### src/rtl/led_blink_scheduler.sv
// Multi-channel LED blink controller: each enabled channel toggles its LED every
// period[i] ticks of the shared 1 ms enable, with a single-cycle register-write port.
module led_blink_scheduler #(
    parameter int unsigned NUM_LEDS     = 4,
    parameter int unsigned CNT_W        = 16,
    parameter int unsigned RESET_PERIOD = 500,
    localparam int unsigned AW          = (NUM_LEDS > 1) ? $clog2(NUM_LEDS) : 1
) (
    input  logic                clk,
    input  logic                reset,
    input  logic                tick_1ms,
    input  logic                wr_en,
    input  logic                wr_sel,
    input  logic [AW-1:0]       wr_addr,
    input  logic [CNT_W-1:0]    wr_data,
    input  logic                restart,
    output logic [NUM_LEDS-1:0] leds,
    output logic [NUM_LEDS-1:0] en_mask
);

    localparam logic [CNT_W-1:0] RST_PER = CNT_W'(RESET_PERIOD);
    localparam logic [CNT_W-1:0] ONE     = CNT_W'(1);

    logic [CNT_W-1:0]    period_q [NUM_LEDS];
    logic [CNT_W-1:0]    cnt_q    [NUM_LEDS];
    logic [CNT_W-1:0]    period_d [NUM_LEDS];
    logic [CNT_W-1:0]    cnt_d    [NUM_LEDS];
    logic [NUM_LEDS-1:0] leds_d;
    logic [NUM_LEDS-1:0] mask_d;
    logic [NUM_LEDS-1:0] per_hit;
    logic                mask_wr;
    logic                per_wr;

    // Decode the write port; out-of-range period addresses are dropped.
    always_comb begin
        mask_wr = wr_en & wr_sel;
        per_wr  = wr_en & ~wr_sel & (32'(wr_addr) < NUM_LEDS);
        mask_d  = mask_wr ? wr_data[NUM_LEDS-1:0] : en_mask;
        per_hit = '0;
        for (int i = 0; i < NUM_LEDS; i++) begin
            per_hit[i] = per_wr & (wr_addr == AW'(i));
        end
    end

    // Per-channel next state: restart > mask/period write > tick.
    always_comb begin
        leds_d = leds;
        for (int i = 0; i < NUM_LEDS; i++) begin
            period_d[i] = per_hit[i] ? wr_data : period_q[i];
            cnt_d[i]    = cnt_q[i];
            if (restart) begin
                cnt_d[i]  = '0;
                leds_d[i] = mask_d[i] & (period_d[i] == '0);
            end else if (!mask_d[i]) begin
                cnt_d[i]  = '0;
                leds_d[i] = 1'b0;
            end else if (period_d[i] == '0) begin
                cnt_d[i]  = '0;
                leds_d[i] = 1'b1;
            end else if (mask_wr && !en_mask[i]) begin
                cnt_d[i]  = '0;
                leds_d[i] = 1'b0;
            end else if (per_hit[i]) begin
                cnt_d[i]  = '0;
            end else if (tick_1ms) begin
                if (cnt_q[i] >= period_q[i] - ONE) begin
                    cnt_d[i]  = '0;
                    leds_d[i] = ~leds[i];
                end else begin
                    cnt_d[i]  = cnt_q[i] + ONE;
                end
            end
        end
    end

    always_ff @(posedge clk) begin
        if (reset) begin
            leds    <= '0;
            en_mask <= '0;
            for (int i = 0; i < NUM_LEDS; i++) begin
                period_q[i] <= RST_PER;
                cnt_q[i]    <= '0;
            end
        end else begin
            leds    <= leds_d;
            en_mask <= mask_d;
            for (int i = 0; i < NUM_LEDS; i++) begin
                period_q[i] <= period_d[i];
                cnt_q[i]    <= cnt_d[i];
            end
        end
    end

endmodule
### config.mk
export PLATFORM = sky130hd
export DESIGN_NAME = led_blink_scheduler
export DESIGN_NICKNAME = d
export VERILOG_FILES = /design/src/rtl/led_blink_scheduler.sv
export SDC_FILE = /design/constraint.sdc
export NUM_CORES = 1
export LEC_CHECK = 0
export ABC_AREA = 1
export CELL_PAD_IN_SITES_DETAIL_PLACEMENT = 1
export CELL_PAD_IN_SITES_GLOBAL_PLACEMENT = 2
export CORE_UTILIZATION = 35
export CTS_CLUSTER_SIZE = 12
export DETAILED_ROUTE_END_ITERATION = 8
export PLACE_DENSITY = 0.89
export SYNTH_ARGS = -nofsm -noshare
export SYNTH_HDL_FRONTEND = slang
export SYNTH_SLANG_ARGS = --single-unit
export TNS_END_PERCENT = 30
### constraint.sdc
create_clock -name clk -period 3.9 [get_ports clk]
set_clock_uncertainty 0.05 [all_clocks]
set_input_delay 0.78 -clock clk [delete_from_list [all_inputs] [get_ports clk]]
set_output_delay 0.78 -clock clk [all_outputs]
set_load 0.02 [all_outputs]
==> results.md, run 1 <==
* Post-layout min period at 3.51 ns
* Syn Std Cell Area at 9560 um^2
* Residual DRC at 0
* YS warnings at 0
* Share of cells above drive strength 1 at 6.88%
* Critical Path Stages at 20
* Hold buffers post-CTS at 0
* CP dominant cell by count: inv_1
* Grt ovf at 0
* Worst Max-Slew Pin Slew at ~0.60 ns
* Crit Reg-Reg Startpoint: period_q[1][0]$_SDFF_PP0_
* Final Hold Viols at 0
* Overall routed net length at 27.9 mm
* Final setup viols at 0
* Root Buffer: clkbuf_16
* Crit-path slowest cell: dfxtp_1
* Layout area overhead at 13.1%
* Clock buffer depth at 2
* FP Rows at 60
* Std-Cell Core Area at 26900 um^2
* Slew headroom at approximately three fifths
* LEAKAGE at 4.81 nW
* Cells along the critical path: inv_1 > ha_1 > nand3_1 > nor3_1 > nand2_1 > nor3_1 > nand3_1 > xor2_1 > inv_1 > ha_1 > nand2_1 > inv_1 > nand3_1 > inv_1 > a21oi_1 > nand2_1 > inv_1 > nor2_1 > buf_4 > nor3_1
* Placement Setup Slack at 0.278 ns
* Syn Nets at 1538
* CP Data Required Time at ~4.2 ns
* Final Max Slew Viols at 0
* Register-to-Register Path Depth at 20
* Via count at 9101
* Multi-input combinational cell area at 5890 um^2
* Filler cells at 3522
* Bufs and invs on worst path at 6
* Pwr/cell area at 321 nW/um^2
* GRT Total Usage at 20.7%
* Die height at between 150 and 200 um
* Synth Area in Compound Gates at 7.55%
* DR vias/cell at 4.99
* Pre-antenna DRT Iters at 4
* H-tree lvl count at 4
* Max incr delay on CP at 0.30 ns
* Largest delay share family, worst path: simple AND/OR/NAND/NOR gates
* Commonest non-fill, non-tap cells in the layout: 367 x nand2_1, 198 x inv_1, 165 x nor2_1
* RSZ-0062 raised after global routing: false
* Critical path class: reg -> reg
* CP startpoint: period_q[1][0]$_SDFF_PP0_
* Initial antenna violation count at 0
* First-pass GRT wire length at about 46 mm
* Post-Synth Simple-Gate Area at 35.3%
* Die X at 167 um
* IO Count at 32
* Fmax at 285 MHz
* Yosys cell types at 39
* Yosys reg bits at 136
* EDFF count, synth at 0
* Final setup margin at between 0.3 and 0.4 ns
* Most used flip-flop cell after synthesis: dfxtp_1
* Vias in the first global route at 9213
* Register area share after synthesis at 28.5%
* Port-buffer cells at 31
* CP Max Fanout at 8
* Status: finished, final reports clean
* Mapped Cells at roughly 1400
* Number of max-cap violations at 0
* Largest family of logic cells by synthesized area: simple AND/OR/NAND/NOR gates
* Leading cell type in the layout, fill and taps excluded: nand2_1
* Total CTS buffers at 17
* Final period util at 89.9%
* Async S/R FF share, synth at 0%
* Mux contribution to synthesized area at 0%
* Worst min path class: reg -> reg
* CP startpoint kind: flip-flop
* Final HPWL DP at 21.1 mm
* Largest net degree at the start of global routing at 48
* Worst setup path endpoint: cnt_q[1][4]$_SDFFE_PP0P_
* Fin nets at about 1600
* Initial Util at 35.6%
* R2r endpoint: cnt_q[1][4]$_SDFFE_PP0P_
* Placer congestion estimate at 0.804
* Latest clock arrival within the worst-skew pair at 0.43 ns
* Post-Synth Adder-Cell Area at 9.42%
* Clk sink count at 136
* R2R Setup Slk at about 0.4 ns
* Antenna Cells at 0
* Synthesized area per cell at 6.63 um^2
* DRT iter0 DRCs at ~420
* Die ar. at 28000 um^2
* CP Capture Type: flip-flop
* Post-DRT Antenna Nets at 0
* CTS tree: built
* Crit path DAT at 3.79 ns
* Hold Crit Start: cnt_q[3][0]$_SDFFE_PP0P_
* Post-synthesis xor/xnor area fraction at a little under a tenth
* Worst-path clk slew at 0.07 ns
* Maximum VDD drop at 231 uV
* FF+latch area at ~2700 um^2
* Avg WL per Cell at 15.3 um
* Setup TNS at 0 ns
## worst register-to-register path, cell delays in order (launching register included)
cell	delay, ns
dfxtp_1	0.30
inv_1	0.14
ha_1	0.21
nand3_1	0.13
nor3_1	0.29
nand2_1	0.16
nor3_1	0.28
nand3_1	0.13
xor2_1	0.15
inv_1	0.06
ha_1	0.27
nand2_1	0.08
inv_1	0.04
nand3_1	0.09
inv_1	0.05
a21oi_1	0.13
nand2_1	0.15
inv_1	0.26
nor2_1	0.07
buf_4	0.18
nor3_1	0.19
## power breakdown
part | total (W) | internal [W] | switching, W | leakage [nW]
Sequential | 0.00144 | 0.00141 | 0.0000228 | 1.10
Combinational | 0.000326 | 0.000108 | 0.000218 | 3.42
Clock | 0.00171 | 0.00103 | 0.000684 | 0.289
## cell usage after synthesis (5+ instances only)
library cell / count / area share (%)
nand2_1: 368 / 14
nand4_1: 19 / 1.2
buf_2: 7 / 0.37
xor2_1: 78 / 7.1
nor3_2: 13 / 1.4
buf_4: 7 / 0.55
clkbuf_1: 17 / 0.67
o21ai_0: 26 / 1.4
xnor2_1: 23 / 2.1
nor3_1: 61 / 3.2
o21ai_1: 9 / 0.47
ha_1: 72 / 9.4
o21bai_1: 5 / 0.39
inv_1: 198 / 7.8
a21oi_2: 17 / 1.6
a21oi_1: 60 / 3.1
nand3_1: 116 / 6.1
nor2_1: 165 / 6.5
dfxtp_1: 136 / 28
## flip-flops by register name, indices dropped and copies added, names as in the netlist
signal,cells
en_mask,4
cnt_q,64
leds,4
period_q,64
## routing by layer
metal,share of wire (%),track usage [%]
met1,48,26.8
met2,48,35.8
met3,3.0,3.05
met4,1.2,5.27
met5,0,0
## how the worst min path moves through the flow
stage,endpoint,slack [ns],cells after the start
6_report,cnt_q[3][0]$_SDFFE_PP0P_,0.46,2
5_1_grt,cnt_q[1][15]$_SDFFE_PP0P_,0.49,2
4_1_cts,cnt_q[3][0]$_SDFFE_PP0P_,0.46,2
3_5_place_dp,cnt_q[3][0]$_SDFFE_PP0P_,0.45,2
3_3_place_gp,cnt_q[3][0]$_SDFFE_PP0P_,0.44,2
2_1_floorplan,cnt_q[0][15]$_SDFFE_PP0P_,0.42,2
## metrics by stage
step	area, um^2	instances	utilization [%]	power, W	hold slack [ns]
6_report	10800	1823	40.2	0.00347	0.455
4_1_cts	10800	1823	40.2	0.00352	0.462
3_3_place_gp	10200	1791	37.9	0.00178	0.442
5_1_grt	10800	1823	40.2	0.00362	0.486
2_1_floorplan	9560	1442	-	0.00167	0.420
3_5_place_dp	10200	1791	37.9	0.00179	0.449
## cell families after synthesis
group / count (synthesis)
AND/OR/NAND/NOR: 771
adder cells (fa/ha/maj): 72
flip-flops: 136
XOR/XNOR: 101
buffers and inverters: 237
AO/OA/AOI/OAI: 125
## final cells by class
class	instances	area share [%]
Clock buffer	18	4.06
Multi-Input combinational cell	1069	54.5
Timing Repair Buffer	44	3.68
Inverter	201	7.01
Sequential cell	136	25.2
Tap cell	341	3.95
Clock inverter	14	1.61
## timing repair
item,4_1_cts,5_1_grt
resized for setup,0,3
endpoints found under the setup margin,0,18
setup buffers,0,0
(Power assumes the default switching activity.)
==> inputs of run 2 (changes only) <==
Settings changed: CAP_MARGIN from default to 20.
==> results of run 2 <==
Same layout as run 1: the final DEF is identical, and so are final timing and power.
==> inputs of run 3 (changes only) <==
Settings changed: PLACE_DENSITY 0.89 to default, PLACE_DENSITY_LB_ADDON from default to 0.08.
==> run 3 against run 2 <==
Net effect: non-clock buffer count up 1; highest routed layer unchanged; critical endpoint is now cnt_q[0][7]$_SDFFE_PP0P_; setup slack better by 0.054 ns; largest cell class unchanged; clock power about the same; routed wire length up 1.3%.
==> results.md, run 3 (synthesized netlist as in run 1, its figures left out) <==
* Slew headroom at 54.0% (-6.0 points)
* Die height at 167 um (unchanged)
* Final HPWL DP at 21.5 mm (+1.7%)
* Post-layout min period at 3.45 ns (-0.0540 ns)
* Pwr/cell area at 323 nW/um^2 (+0.58%)
* Worst-path clk slew at 0.07 ns (about the same)
* Port-buffer cells at 31 (unchanged)
* Commonest non-fill, non-tap cells in the layout: 367 x nand2_1, 197 x inv_1, 165 x nor2_1
* RSZ-0062 raised after global routing: false
* First-pass GRT wire length at 47.6 mm (+2.5%)
* Critical path class: reg -> reg
* Clk sink count at 136 (unchanged)
* Die X at 167 um (unchanged)
* Residual DRC at 0 (unchanged)
* Hold Crit Start: cnt_q[3][0]$_SDFFE_PP0P_
* IO Count at 32 (unchanged)
* Final Hold Viols at 0 (unchanged)
* H-tree lvl count at 4 (unchanged)
* Filler cells at 3501 (-0.60%)
* Hold buffers post-CTS at 0 (unchanged)
* Overall routed net length at 28.3 mm (+1.3%)
* WHS Endpoint: cnt_q[3][0]$_SDFFE_PP0P_
* Crit-path slowest cell: nor3_1
* Bufs and invs on worst path at 5 (-1)
* Biggest regs: cnt_q x64, period_q x64
* Maximum VDD drop at 285 uV (+23%)
* Number of max-cap violations at 0 (unchanged)
* Grt met1 use at 27.8% (+1.0 points)
* Setup TNS at 0 ns (unchanged)
* R2r endpoint: cnt_q[0][7]$_SDFFE_PP0P_
* Register-to-Register Path Depth at 20 (unchanged)
* FP Rows at 60 (unchanged)
* Final setup viols at 0 (unchanged)
* Latest clock arrival within the worst-skew pair at 0.43 ns (about the same)
* LEAKAGE at 4.81 nW (about the same)
* Total Power at 0.00350 W (+0.70%)
* Clock buffer depth at 2 (unchanged)
* Antenna Cells at 0 (unchanged)
* Initial Util at 35.6% (unchanged)
* Leading cell type in the layout, fill and taps excluded: nand2_1
* Worst min path class: reg -> reg
* Grt ovf at 0 (unchanged)
* Crit path DAT at 3.72 ns (-0.07 ns)
* Avg WL per Cell at 15.5 um (+1.2%)
* Layout area overhead at 13.2%
* R2R Setup Slk at 0.45 ns (+0.05 ns)
* Std-Cell Core Area at 26900 um^2 (unchanged)
* Placer congestion estimate at 0.758 (-5.6%)
* Grt met3 use at 2.84% (-0.21 points)
* CP Max Fanout at 8 (unchanged)
* Max incr delay on CP at 0.34 ns (+0.04 ns)
* Vias in the first global route at 9214 (+0.011%)
* Final Max Slew Viols at 0 (unchanged)
* Crit Reg-Reg Startpoint: period_q[0][0]$_SDFF_PP0_
* Fmax at 290 MHz (+1.6%)
* CP Data Required Time at 4.17 ns (about the same)
* Busiest grt layer: met2
* DRT iter0 DRCs at 397 (-4.6%)
* Pre-antenna DRT Iters at 4 (unchanged)
* Total CTS buffers at 17 (unchanged)
* Largest net degree at the start of global routing at 48 (unchanged)
* GRT Total Usage at 21.3% (+0.61 points)
* DR vias/cell at 4.88 (-2.2%)
* Worst Max-Slew Pin Slew at 0.689 ns (+0.0931 ns)
* Via count at 8904 (-2.2%)
* Post-DRT Antenna Nets at 0 (unchanged)
* Root Buffer: clkbuf_16
* CP startpoint kind: flip-flop
* Status: finished, final reports clean
* Cells along the critical path: inv_1 > ha_1 > nand3_1 > nor3_1 > nand3_1 > nor3_1 > nand3b_1 > xor2_1 > inv_1 > ha_1 > nand4_1 > nor2_1 > nand2_1 > inv_1 > nand2_1 > nand2_1 > inv_1 > nor2_1 > buf_4 > nor3_1
* Met2 usage at 36.8% (+0.96 points)
* Die ar. at 28000 um^2 (unchanged)
* Hold depth at 2 (unchanged)
* CP Capture Type: flip-flop
* CP dominant cell by count: inv_1
* Fin util at 40.3% (+0.047 points)
* Final period util at 88.5% (-1.4 points)
* Initial antenna violation count at 0 (unchanged)
* CTS tree: built
* Fin nets at 1566 (+0.064%)
* Share of cells above drive strength 1 at 6.88% (about the same)
* Largest delay share family, worst path: simple AND/OR/NAND/NOR gates
run 3: cell count changes in the layout (fill, tap and decap cells not counted), sizes merged:
cell	previous run	this run
buf	15	16
clkbuf	18	19
clkinv	5	6
clkinvlp	5	4
inv	202	201
run 3: metrics by stage:
stage               cell area, um^2  cells  worst slack, ns  hold slack, ns
floorplan                      9560   1442            0.730           0.420
global placement              10200   1792            0.351           0.441
detailed placement            10200   1792            0.252           0.446
CTS                           10800   1824            0.245           0.457
global route                  10800   1824           0.0132           0.483
finish                        10800   1824            0.449           0.453
run 3: worst min-delay path, cell delays in order (launching register included):
cell and delay [ns]:
dfxtp_1 0.33, nand2_1 0.07, a21oi_1 0.05
run 3: worst max-delay path by stage:
stage,start,slack (ns),depth (start not counted),to
floorplan,period_q[3][0]$_SDFF_PP0_,0.73,18,cnt_q[3][6]$_SDFFE_PP0P_
global placement,period_q[2][2]$_SDFF_PP1_,0.35,20,cnt_q[2][14]$_SDFFE_PP0P_
detailed placement,period_q[2][2]$_SDFF_PP1_,0.25,20,cnt_q[2][15]$_SDFFE_PP0P_
CTS,period_q[2][2]$_SDFF_PP1_,0.25,20,cnt_q[2][15]$_SDFFE_PP0P_
global route,period_q[0][0]$_SDFF_PP0_,0.01,20,cnt_q[0][7]$_SDFFE_PP0P_
finish,period_q[0][0]$_SDFF_PP0_,0.45,20,cnt_q[0][7]$_SDFFE_PP0P_
run 3: metal layers:
| layer | vias to the layer above | routed length [um] |
|---|---|---|
| met2 | 73 | 13600 |
| met4 | 0 | 359 |
| met3 | 21 | 532 |
| met5 | - | 0 |
| li1 | 4644 | - |
| met1 | 4166 | 13800 |
run 3: cell type report:
cell class	instances	area, um^2	area share, %
timing repair buffer	45	405	3.75
clock buffer	19	453	4.18
inverter	201	758	7.00
tap	341	427	3.94
clock inverter	13	170	1.57
multi-input combinational	1069	5890	54.4
sequential	136	2720	25.2
run 3: power breakdown:
part           internal, W  total, W  switching [W]
clock network      0.00105   0.00174       0.000689
registers          0.00141   0.00143      0.0000207
logic             0.000109  0.000327       0.000218
run 3: what timing repair did:
action / in CTS / in global routing
buffers inserted: 0 / 0
resized for setup: 0 / 2
endpoints found under the setup margin: 0 / 9
==> variant 1, RTL diff (config.mk and constraints of run 1) <==
The parameter `NUM_LEDS` goes from 4 to 8.
--- a/src/rtl/led_blink_scheduler.sv
+++ b/src/rtl/led_blink_scheduler.sv
@@ -2,5 +2,5 @@
 // period[i] ticks of the shared 1 ms enable, with a single-cycle register-write port.
 module led_blink_scheduler #(
-    parameter int unsigned NUM_LEDS     = 4,
+    parameter int unsigned NUM_LEDS     = 8,
     parameter int unsigned CNT_W        = 16,
     parameter int unsigned RESET_PERIOD = 500,
Interface: changed (resized en_mask, leds and wr_addr); port bits go from 32 to 41. The function was not compared with the original's and may differ.
==> variant 1 against run 1 <==
  * Synthesized cell count up 95%
  * Final area is 92% higher
  * Worst setup slack worse by 0.065 ns
  * Power rose by 99%
  * Routed wire length increased by 110%
  * Maximum frequency shrank 1.8%
  * Sequential cell count is 136 higher
  * Area after synthesis rose by 90%
  * Non-clock buffer count is 39 higher
  * Largest power group unchanged
==> variant 1: results <==
set metrics [dict create \
    finalNonFillerCells 3573 \
    detailed_place_hpwl_um 44200 \
    track_usage 0.225 \
    p_leak_nw 9.60 \
    top_usage_layer "met2" \
    arrival_ns 3.97 \
    ir_worst_vdd_uv 294 \
    portBuffers 40 \
    hold_path.class "flip-flop to flip-flop" \
    synth.net_count 2986 \
    synth_area_leaders "dfxtp_1 30%, nand2_1 15%, ha_1 9.9%" \
    drive_above_1_share 0.0650 \
    global_route.usage.met2 0.408 \
    cts_buffers 37 \
    clkTransAtPathRegs_ns 0.06 \
    drt-vias-per-instance 5.07 \
    grt_pass1_vias 19200 \
    num-fill-cells 6709 \
    status "completed" \
    drt_wl_total_um 59200 \
    antenna_found_initial 1 \
    netlist_top_cells_count "729 x nand2_1, 468 x nor2_1, 350 x inv_1" \
    htree_levels 2 \
    grt_max_degree 95 \
    cts-root-buf "clkbuf_16" \
    met3_usage 0.0280 \
    ys_seq_area_frac 0.299 \
    synth.most_common_cell "nand2_1" \
    clock_latency_ns 0.56 \
    ys_warn_count 0 \
    postSynth.asyncResetShare 0 \
    crit_path_max_fanout 4 \
    reg_top3 "cnt_q: 128 flops, period_q: 128 flops" \
    syn_inst 2817 \
    yosysUniqueCellTypes 39 \
    drt_iter0_markers 857 \
    slew_headroom 0.251 \
    dp_cells 3507 \
    gp_routability_congestion 0.814 \
    max-clock-path-buffers 3 \
    use_met1 0.269 \
    first_pass_iters 5 \
    grt_pass1_wl_um 96000 \
    n_antenna_cell 0 \
]
[variant 1: cell count changes in the layout (fill, tap and decap cells not counted), sizes merged, moves of 30 or more]
cell and change:
inv +153, o21ai +91, nor2 +305, xor2 +35, nand2 +359, clkbuf +36, ha +72, dfxtp +136
buf +30, nand3 +107
[variant 1: final timing paths]
| kind | startpoint | endpoint | slack [ns] | cells past startpoint |
|---|---|---|---|---|
| setup reg to reg | period_q[0][32] | leds[2] | 0.33 | 19 |
| setup / recovery | period_q[0][32] | leds[2] | 0.33 | 19 |
| hold reg to reg | cnt_q[1][33] | cnt_q[1][33] | 0.46 | 2 |
| hold / removal | cnt_q[1][33] | cnt_q[1][33] | 0.46 | 2 |
[variant 1: cells by family (layout without fill, tap and decap cells)]
logic type	Yosys count	in the layout	share of synthesized area
buf+inv	429	505	0.0926
flops	272	272	0.299
xor+xnor	132	132	0.0635
compound gates	250	250	0.0740
simple gates	1590	1590	0.372
fa+ha+maj	144	144	0.0990
[variant 1: critical path, cell delays in order (launching register included)]
cell     delay, ns
dfxtp_1       0.33
inv_1         0.14
ha_1          0.22
nand3_1       0.14
nor3_2        0.26
nand3_1       0.21
nor4_1        0.31
xor2_1        0.21
inv_1         0.06
ha_1          0.27
nand2_1       0.08
nor3_1        0.34
nand3_1       0.12
nand3_1       0.15
buf_4         0.16
nand3_1       0.10
inv_1         0.08
nor2_1        0.05
nor2_1        0.11
nor2_1        0.06
[variant 1: what timing repair did]
| item | 4_1_cts | 5_1_grt |
|---|---|---|
| setup buffers | 0 | 0 |
| endpoints found under the setup margin | 0 | 84 |
| gates resized for setup | 0 | 17 |
[variant 1: power breakdown]
part / switching (mW) / internal, mW
Combinational: 0.388 / 0.172
Sequential: 0.0372 / 2.82
Clock: 1.38 / 2.10
Total: 1.81 / 5.08
[variant 1: area by class of cell]
class / instances / area share
Clock buffer: 54 / 0.0531
Clock inverter: 12 / 0.00585
Inverter: 356 / 0.0644
Multi-Input combinational cell: 2116 / 0.537
Sequential cell: 272 / 0.263
Tap cell: 680 / 0.0410
Timing Repair Buffer: 83 / 0.0357
[variant 1: per-stage QoR]
stage               setup WS, ns  hold slack, ns  total power, mW  area, um2  setup TNS, ns
floorplan                  0.807           0.420             3.23      18200              0
global placement           0.201           0.444             3.45      19400              0
detailed placement        0.0769           0.460             3.47      19400              0
CTS                       0.0195           0.471             6.98      20700              0
global route             -0.0484           0.491             7.15      20700        -0.0543
finish                     0.330           0.462             6.89      20700              0
[variant 1: metal layers]
layer  up-vias  wire length [um]
met5         -                15
met4         2              1780
met3       103              2010
met2       227             29200
met1      8738             26200
li1       9052                 -
==> variant 2, RTL diff (flow settings as in run 1) <==
Made on the original files. Put one more register stage on the output `leds`, with the module's reset. The value now appears one clock later. The other outputs are not delayed to match.
--- a/src/rtl/led_blink_scheduler.sv
+++ b/src/rtl/led_blink_scheduler.sv
@@ -21,4 +21,6 @@
     localparam logic [CNT_W-1:0] RST_PER = CNT_W'(RESET_PERIOD);
     localparam logic [CNT_W-1:0] ONE     = CNT_W'(1);
+
+    logic [NUM_LEDS-1:0] leds_s0;
 
     logic [CNT_W-1:0]    period_q [NUM_LEDS];
@@ -45,5 +47,5 @@
     // Per-channel next state: restart > mask/period write > tick.
     always_comb begin
-        leds_d = leds;
+        leds_d = leds_s0;
         for (int i = 0; i < NUM_LEDS; i++) begin
             period_d[i] = per_hit[i] ? wr_data : period_q[i];
@@ -66,5 +68,5 @@
                 if (cnt_q[i] >= period_q[i] - ONE) begin
                     cnt_d[i]  = '0;
-                    leds_d[i] = ~leds[i];
+                    leds_d[i] = ~leds_s0[i];
                 end else begin
                     cnt_d[i]  = cnt_q[i] + ONE;
@@ -76,5 +78,5 @@
     always_ff @(posedge clk) begin
         if (reset) begin
-            leds    <= '0;
+            leds_s0 <= '0;
             en_mask <= '0;
             for (int i = 0; i < NUM_LEDS; i++) begin
@@ -83,5 +85,5 @@
             end
         end else begin
-            leds    <= leds_d;
+            leds_s0 <= leds_d;
             en_mask <= mask_d;
             for (int i = 0; i < NUM_LEDS; i++) begin
@@ -92,3 +94,11 @@
     end
 
+    always_ff @(posedge clk) begin
+        if (reset) begin
+            leds <= '0;
+        end else begin
+            leds <= leds_s0;
+        end
+    end
+
 endmodule
Function: changed (a bounded check fails within 4 cycles, from zero or initial values and one cycle with reset high).
==> variant 2 against run 1 <==
  * Final area rose by 4.7%
  * Utilization increased by 0.061 points
  * Worst setup slack improved by 0.074 ns
  * Hold slack got worse by 0.043 ns
  * Power up 0.97%
  * Routed wire length increased by 6.8%
  * Area after synthesis increased by 5.9%
  * Sequential cell count is 4 higher
==> variant 2: results <==
set metrics [dict create \
    status "completed" \
    yosysUniqueCellTypes 40 \
    post_cts_buffers 0 \
    ys_seq_area_frac 0.277 \
    netlist_top_cells_count "390 x nand2_1, 200 x inv_1, 184 x nor2_1" \
    grt_pass1_vias 9895 \
    place_area_um2 10700 \
    drt_iter0_markers 420 \
    nets 1643 \
    hold_path.class "flip-flop to flip-flop" \
    n_antenna_cell 0 \
    portBuffers 31 \
    cp_slowest_cell "dfxtp_1" \
    clkTransAtPathRegs_ns 0.07 \
    antenna_found_initial 0 \
    synth_area_leaders "dfxtp_1 28%, nand2_1 14%, ha_1 8.9%" \
    clock_latency_ns 0.43 \
    vias 9502 \
    synth_ff_type "dfxtp_1" \
    synth_mux_area_frac 0 \
    post_cts_resize_count 0 \
    drive_above_1_share 0.0859 \
    ir_worst_vdd_uv 252 \
    synth_xor_area_frac 0.0865 \
    slowest_delay_ns 0.35 \
    dp_slack_ns 0.411 \
    track_usage 0.212 \
    first_pass_iters 5 \
    crit_path_max_fanout 10 \
    syn_inst 1523 \
    reg_top3 "cnt_q: 64 flops, period_q: 64 flops" \
    cts_buffers 17 \
    detailed_place_hpwl_um 22800 \
    finalNonFillerCells 1938 \
    grt_max_degree 52 \
    drt_wl_total_um 29800 \
    crit_family "simple AND/OR/NAND/NOR gates" \
    arrival_ns 3.74 \
    synth-seq-cells 140 \
    worst_pin_slew_ns 0.739 \
    grt_pass1_wl_um 49400 \
    num-fill-cells 3721 \
    htree_levels 4 \
    max-clock-path-buffers 2 \
    cts-root-buf "clkbuf_16" \
    p_leak_nw 4.97 \
    synth-compound-area-share 0.0781 \
    synth_fa_ha_area_frac 0.0890 \
    ys_warn_count 0 \
    postSynth.asyncResetShare 0 \
    gp_routability_congestion 0.809 \
]
## variant 2: cell type report
class,count,area (um2),area share
tap,378,473,0.0418
clock buffer,20,447,0.0395
sequential,140,2800,0.248
clock inverter,12,139,0.0123
multi-input combinational,1133,6250,0.553
timing repair buffer,47,420,0.0372
inverter,208,781,0.0690
## variant 2: path summary, 6_finish.rpt
path | startpoint | to | slack (ns) | depth (start not counted)
worst max register to register | period_q[2][2] | cnt_q[2][14] | 0.47 | 18
worst min-delay path | leds_s0[0] | leds[0] | 0.41 | 2
worst min register to register | leds_s0[0] | leds[0] | 0.41 | 2
worst max-delay path | period_q[2][2] | cnt_q[2][14] | 0.47 | 18
## variant 2: per-layer routing
| layer | up-vias | track usage | part of all wire |
|---|---|---|---|
| li1 | 4875 | - | - |
| met1 | 4514 | 0.274 | 0.48 |
| met2 | 83 | 0.371 | 0.49 |
| met3 | 30 | 0.0215 | 0.019 |
| met4 | 0 | 0.0585 | 0.016 |
| met5 | - | 0 | 0 |
## variant 2: power breakdown
group / internal [mW] / switching, mW
clock network: 0.966 / 0.711
registers: 1.45 / 0.0216
logic: 0.114 / 0.240
total: 2.53 / 0.973
## variant 2: kinds of logic after synthesis
kind of cell | count (synthesis)
simple gates | 829
buf+inv | 250
flops | 140
compound gates | 132
xor+xnor | 100
fa+ha+maj | 72
## variant 2: worst reg2reg max path: stages (launching register included)
cell     delay, ns
dfxtp_1       0.35
nor2_1        0.15
nand3_1       0.09
nor2_1        0.24
nand2_1       0.09
nor2_1        0.16
nand2_1       0.10
nor3_1        0.27
nand3_1       0.14
xor2_1        0.16
inv_1         0.06
ha_1          0.30
a21oi_1       0.14
o21ai_0       0.10
nor2_1        0.12
nand2_1       0.24
inv_1         0.31
nand3_1       0.14
a21oi_2       0.16
